==> config.mk <==
export PLATFORM = sky130hd
export DESIGN_NAME = mmio_uart_tx
export DESIGN_NICKNAME = d
export VERILOG_FILES = /design/src/rtl/lake_pkg.sv /design/src/rtl/sync_fifo.sv /design/src/rtl/mmio_uart_tx.sv
export SDC_FILE = /design/constraint.sdc
export NUM_CORES = 1
export LEC_CHECK = 0
export BUFFER_PORTS_ARGS = -buffer_cell sky130_fd_sc_hd__clkbuf_2
export CORE_MARGIN = 4
export CORE_UTILIZATION = 40
export DETAILED_ROUTE_END_ITERATION = 8
export PLACE_DENSITY = 0.62
export SLEW_MARGIN = 20
export SYNTH_ARGS = -nofsm -noshare
export SYNTH_HDL_FRONTEND = slang
export SYNTH_HIERARCHICAL = 1
export SYNTH_SLANG_ARGS = --single-unit
==> constraint.sdc <==
create_clock -name i_clk -period 3.84 [get_ports i_clk]
set_input_delay 0.384 -clock i_clk [delete_from_list [all_inputs] [get_ports i_clk]]
set_output_delay 0.384 -clock i_clk [all_outputs]
set_load 0.02 [all_outputs]
==> src/rtl/lake_pkg.sv <==
// Shared constants for the memory-mapped UART transmitter: register offsets,
// STATUS bit positions and the serialiser state encoding.
// No logic, no latency, no flow control.
package lake_pkg;

  // Byte offsets inside the 8-byte UART window (decoded on address bit 2).
  localparam logic [2:0] UART_TXDATA_OFF = 3'd0;
  localparam logic [2:0] UART_STATUS_OFF = 3'd4;

  // STATUS register bit positions.
  localparam int ST_EMPTY = 0;
  localparam int ST_FULL  = 1;
  localparam int ST_BUSY  = 2;
  localparam int ST_OVF   = 3;

  typedef enum logic [1:0] {
    IDLE  = 2'd0,
    START = 2'd1,
    DATA  = 2'd2,
    STOP  = 2'd3
  } uart_tx_state_t;

endpackage

==> src/rtl/sync_fifo.sv <==
// Synchronous first-word-fall-through FIFO, DEPTH a power of two.
// Latency: a push on edge N is visible on o_dout/o_empty after edge N.
// Backpressure: a push while full is accepted only when a pop happens on the same edge.
// Ports: i_clk/i_rst (async active-low), i_push/i_din write side,
//        i_pop read side, o_dout head entry, o_empty/o_full occupancy flags.
module sync_fifo #(
  parameter int WIDTH = 8,
  parameter int DEPTH = 16
) (
  input  logic             i_clk,
  input  logic             i_rst,
  input  logic             i_push,
  input  logic [WIDTH-1:0] i_din,
  input  logic             i_pop,
  output logic [WIDTH-1:0] o_dout,
  output logic             o_empty,
  output logic             o_full
);

  localparam int AW = (DEPTH > 1) ? $clog2(DEPTH) : 1;
  localparam logic [AW:0] FULL_CNT = (AW + 1)'(DEPTH);

  logic [WIDTH-1:0] mem [DEPTH];
  logic [AW-1:0]    wptr;
  logic [AW-1:0]    rptr;
  logic [AW:0]      cnt;
  logic             do_pop;
  logic             do_push;

  assign o_empty = (cnt == '0);
  assign o_full  = (cnt == FULL_CNT);
  assign o_dout  = mem[rptr];

  // When full, the slot being written is the one being read this cycle, so
  // the head is consumed before it is overwritten.
  assign do_pop  = i_pop & ~o_empty;
  assign do_push = i_push & (~o_full | do_pop);

  always_ff @(posedge i_clk or negedge i_rst) begin
    if (!i_rst) begin
      wptr <= '0;
      rptr <= '0;
      cnt  <= '0;
    end else begin
      if (do_push) wptr <= wptr + AW'(1);
      if (do_pop)  rptr <= rptr + AW'(1);
      case ({do_push, do_pop})
        2'b10:   cnt <= cnt + (AW + 1)'(1);
        2'b01:   cnt <= cnt - (AW + 1)'(1);
        default: cnt <= cnt;
      endcase
    end
  end

  always_ff @(posedge i_clk) begin
    if (do_push) mem[wptr] <= i_din;
  end

endmodule

==> src/rtl/mmio_uart_tx.sv <==
// Memory-mapped 8N1 UART transmitter: TXDATA pushes into a FIFO, STATUS reports state.
// Latency: store on edge N, FIFO pop on N+1, start bit on o_tx after N+1; frames are 10*CLKS_PER_BIT.
// Backpressure: none toward the core; a store to a full FIFO is dropped and sets sticky overflow.
// Ports: i_clk, i_rst (async active-low), i_addr/i_w_data/i_w_en store path,
//        o_sel/o_r_data load mux, o_tx serial line (idle high), o_busy activity flag.
module mmio_uart_tx
  import lake_pkg::*;
#(
  parameter logic [31:0] BASE_ADDR    = 32'h1000_0000,
  parameter int          CLKS_PER_BIT = 868,
  parameter int          FIFO_DEPTH   = 16
) (
  input  logic        i_clk,
  input  logic        i_rst,
  input  logic [31:0] i_addr,
  input  logic [31:0] i_w_data,
  input  logic        i_w_en,
  output logic        o_sel,
  output logic [31:0] o_r_data,
  output logic        o_tx,
  output logic        o_busy
);

  localparam int BW = (CLKS_PER_BIT > 2) ? $clog2(CLKS_PER_BIT) : 1;
  localparam logic [BW-1:0] BCNT_MAX = BW'(CLKS_PER_BIT - 1);

  uart_tx_state_t state_q, state_d;
  logic [BW-1:0]  bcnt_q, bcnt_d;
  logic [2:0]     idx_q, idx_d;
  logic [7:0]     sh_q, sh_d;
  logic           tx_q, tx_d;
  logic           ovf_q;

  logic           is_txdata;
  logic           is_status;
  logic           push_req;
  logic           clr_ovf;
  logic           pop;
  logic [7:0]     fifo_dout;
  logic           fifo_empty;
  logic           fifo_full;
  logic [31:0]    status;
  logic           unused_bits;

  assign unused_bits = ^{i_addr[1:0], i_w_data[31:8]};

  // Address decode
  assign o_sel     = (i_addr[31:3] == BASE_ADDR[31:3]);
  assign is_txdata = (i_addr[2] == UART_TXDATA_OFF[2]);
  assign is_status = (i_addr[2] == UART_STATUS_OFF[2]);
  assign push_req  = i_w_en & o_sel & is_txdata;
  assign clr_ovf   = i_w_en & o_sel & is_status & i_w_data[3];

  sync_fifo #(
    .WIDTH (8),
    .DEPTH (FIFO_DEPTH)
  ) u_fifo (
    .i_clk   (i_clk),
    .i_rst   (i_rst),
    .i_push  (push_req),
    .i_din   (i_w_data[7:0]),
    .i_pop   (pop),
    .o_dout  (fifo_dout),
    .o_empty (fifo_empty),
    .o_full  (fifo_full)
  );

  always_comb begin
    status            = '0;
    status[ST_EMPTY]  = fifo_empty;
    status[ST_FULL]   = fifo_full;
    status[ST_BUSY]   = (state_q != IDLE);
    status[ST_OVF]    = ovf_q;
    o_r_data          = (o_sel && is_status) ? status : '0;
  end

  assign o_busy = ~fifo_empty | (state_q != IDLE);
  assign o_tx   = tx_q;

  // Serialiser next-state. The line level is computed for the state being
  // entered so that o_tx can come straight from a flop.
  always_comb begin
    state_d = state_q;
    bcnt_d  = bcnt_q;
    idx_d   = idx_q;
    sh_d    = sh_q;
    pop     = 1'b0;
    unique case (state_q)
      IDLE: begin
        if (!fifo_empty) begin
          pop     = 1'b1;
          sh_d    = fifo_dout;
          bcnt_d  = BCNT_MAX;
          state_d = START;
        end
      end
      START: begin
        if (bcnt_q == '0) begin
          bcnt_d  = BCNT_MAX;
          idx_d   = 3'd0;
          state_d = DATA;
        end else begin
          bcnt_d = bcnt_q - BW'(1);
        end
      end
      DATA: begin
        if (bcnt_q == '0) begin
          sh_d   = {1'b0, sh_q[7:1]};
          bcnt_d = BCNT_MAX;
          if (idx_q == 3'd7) state_d = STOP;
          else               idx_d   = idx_q + 3'd1;
        end else begin
          bcnt_d = bcnt_q - BW'(1);
        end
      end
      STOP: begin
        if (bcnt_q == '0) begin
          // Chain straight into the next start bit when more data is queued.
          if (!fifo_empty) begin
            pop     = 1'b1;
            sh_d    = fifo_dout;
            bcnt_d  = BCNT_MAX;
            state_d = START;
          end else begin
            state_d = IDLE;
          end
        end else begin
          bcnt_d = bcnt_q - BW'(1);
        end
      end
      default: state_d = IDLE;
    endcase

    unique case (state_d)
      START:   tx_d = 1'b0;
      DATA:    tx_d = sh_d[0];
      default: tx_d = 1'b1;
    endcase
  end

  always_ff @(posedge i_clk or negedge i_rst) begin
    if (!i_rst) begin
      state_q <= IDLE;
      bcnt_q  <= '0;
      idx_q   <= '0;
      sh_q    <= '0;
      tx_q    <= 1'b1;
    end else begin
      state_q <= state_d;
      bcnt_q  <= bcnt_d;
      idx_q   <= idx_d;
      sh_q    <= sh_d;
      tx_q    <= tx_d;
    end
  end

  // Sticky overflow: a dropped push beats a clear on the same edge.
  always_ff @(posedge i_clk or negedge i_rst) begin
    if (!i_rst)                             ovf_q <= 1'b0;
    else if (push_req & fifo_full & ~pop)   ovf_q <= 1'b1;
    else if (clr_ovf)                       ovf_q <= 1'b0;
  end

endmodule

==> flow_summary.yaml <==
outcome:
  outcome: "finished clean"
cells_and_area:
  nets: 684
  final_layout_size_suffix_gt1_frac: 0.227
  fin_cells: 872
  fin_area_um2: 8860
  area_growth_pct: 13.6
  antenna_cells: 0
grt:
  overflow: 0
  grt_pass1_wl_um: 25600
  grt_pass1_vias: 4737
  grt_usage: 0.152
  antenna_found_initial: 0
  grt_max_degree: 39
synthesis:
  synth_commonest_cells: "128 x edfxtp_1, 38 x nor2_1, 37 x dfrtp_1"
  syn_avg_cell_area_um2: 14.5
  ys_types: 68
  ys_warn_count: 6
  ys.flop_type: "edfxtp_1"
  yosysMostFrequentCell: "edfxtp_1"
  synth_top_area_frac: 0.493
  seq_area_frac_synth: 0.615
  ys_seq_elements: 166
  synthTopCellsByArea: "edfxtp_1 49%, dfrtp_1 12%, mux4_2 6.1%"
  async_flop_share: 0.229
  netlist_instances: 538
  synth_area_um2: 7800
  synth_top_cell_by_area: "edfxtp_1"
  synth_edf_count: 128
min_path:
  hp-class: "input pin to async pin"
die:
  die_w_um: 148
  ios: 102
  placementRows: 50
  initial_utilization: 0.412
  core_area_um2: 19000
  die_area_um2: 21800
  die_y_um: 148
placement:
  gp_congestion: 0.798
  dp_slack_ns: 0.359
  placed_cell_area_um2: 8280
  io_buffers: 47
  dp_cells: 840
  hpwl_um: 10500
setup_path:
  required_ns: 4.19
  cp_cell_sequence: "inv_1 > ha_1 > nor3b_2 > a41oi_2 > or3_1 > inv_1 > o21ai_4 > or2_2 > fa_1 > nand2b_1 > a211o_1 > o31a_1 > o211ai_1"
  end_kind: "register"
  path_max_fanout: 8
  cp.arrival_ns: 3.89
  cpLargestDelayFamily: "simple AND/OR/NAND/NOR gates"
  cpMostUsedCell: "inv_1"
  start_kind: "register"
  cp_slowest_cell: "fa_1"
  crit_buf_inv: 2
  path_class: "register to register"
  critPathMaxStageDelay_ns: 0.47
sta:
  fin_crit_sh: 0.922
  post-route-min-period_ns: 3.54
  rsz0062_at_grt: "false"
  slew_headroom: 0.351
  fmax_mhz: 282
  setup_ws_ns: 0.299
  slew_viol_final: 0
  report.final.hold_viol_count: 0
  holdWs_ns: 0.0848
  finalSetupViolCount: 0
  timing.setup.tns_ns: 0
  clock_skew_ns: 0.00848
  tightest_slew_ns: 0.974
clock_network:
  cts_tree: "yes"
  root_buffer: "clkbuf_16"
  insertion_delay_ns: 0.43
  htreeDepth: 4
  clkTransAtPathRegs_ns: 0.07
  numCtsBuffers: 17
  cts_resized: 0
  cts_hold_buf: 0
  clock_sinks: 166
  cts_setup_buffers: 0
  clockBufferDepth: 2
power:
  peakVddDrop_mv: 0.330
  leakage_uw: 0.00330
  powerDensity_nw_per_um2: 416
drt:
  dr.max_layer_used: "met4"
  drt_iter0_drc: 265
  route.detailed.drc: 0
  vias_per_cell: 5.37
  wl_per_cell_um: 18.3
  route.met3.wl_um: 802
  vias: 4679
  dr_wl_met2_um: 7850
  wl_met1_um: 7130
  antenna_left: 0
  wirelength_um: 16000
  first_pass_iters: 5
job:
  drv_cap: 0
path summary, 6_finish.rpt:
check / from / end / slack [ns] / cells after the start
setup / recovery: bcnt_q[0] / u_fifo/cnt[4] / 0.30 / 13
hold / removal: i_rst / bcnt_q[5] / 0.08 / 1
setup reg to reg: bcnt_q[0] / u_fifo/cnt[4] / 0.30 / 13
hold reg to reg: u_fifo/wptr[3] / u_fifo/wptr[3] / 0.49 / 1
max in group asynchronous: i_rst / u_fifo/rptr[0] / 3.13 / 1
min in group i_clk: i_addr[2] / ovf_q / 0.36 / 3
report_power, final:
part / internal, uW / switching [uW]
registers: 1940 / 0.00000375
clock network: 965 / 707
logic: 15.5 / 57.8
total: 2920 / 764
kinds of logic after synthesis:
logic type,Yosys count,share of synthesized area
other cells,1,0.000481
buf+inv,69,0.0528
flops,166,0.615
mux,43,0.112
compound gates,88,0.0856
simple gates,142,0.0922
xor+xnor,11,0.0123
fa+ha+maj,18,0.0298
per-layer routing:
| metal | vias up | track usage |
|---|---|---|
| met5 | - | 0 |
| met4 | 0 | 0.0457 |
| met3 | 21 | 0.0365 |
| met2 | 133 | 0.248 |
| met1 | 2383 | 0.204 |
| li1 | 2142 | - |
layout make-up:
cell class,count,area (um2)
fillers,1654,10100
flip-flops and latches,166,4800
multi-input cells,330,2700
clock buffers,19,433
repair buffers,71,415
well taps,260,325
clock inverters,13,144
inverters,13,48.8
per-stage QoR:
| step | power [uW] | utilization |
|---|---|---|
| global route | 3810 | 0.467 |
| finish | 3680 | 0.467 |
| global placement | 2040 | 0.437 |
| floorplan | 2020 | - |
| CTS | 3710 | 0.467 |
| detailed placement | 2050 | 0.437 |
worst register-to-register path, delay by kind of cell, from the launching register on:
| family | cells | cell delay (ns) |
|---|---|---|
| buffers and inverters | 2 | 0.35 |
| and+or+nand+nor | 4 | 1.23 |
| AOI/OAI and AO/OA | 5 | 0.84 |
| DFF | 1 | 0.42 |
| adders and majority gates | 2 | 0.64 |
state kept, by name, summed over array words and instances (netlist names):
register / count
ovf_q: 1
u_fifo/mem: 128
u_fifo/wptr: 4
o_tx: 1
u_fifo/cnt: 5
bcnt_q: 10
idx_q: 3
state_q: 2
u_fifo/rptr: 4
sh_q: 8
cells in the final DEF, fill, tap and decap left out, types with 6 or more instances in the layout:
cell	synthesis	final
o31ai_1	8	8
nor3_1	13	13
mux2i_1	9	9
nor4_1	7	7
nand2b_1	7	7
a22o_1	6	6
a31oi_1	6	6
nand2_1	34	34
nor2b_1	6	6
nand3_1	13	13
a21oi_1	15	15
nor2_1	38	38
clkbuf_2	1	46
a22oi_1	17	17
clkbuf_16	0	17
mux4_2	21	21
o21ai_0	7	7
conb_1	1	28
dfrtp_1	37	36
xnor2_1	10	10
buf_4	30	24
ha_1	17	17
edfxtp_1	128	128
mux4_1	11	11
or3_1	6	6
inv_1	13	13
Power figures use the tool's default switching activity.
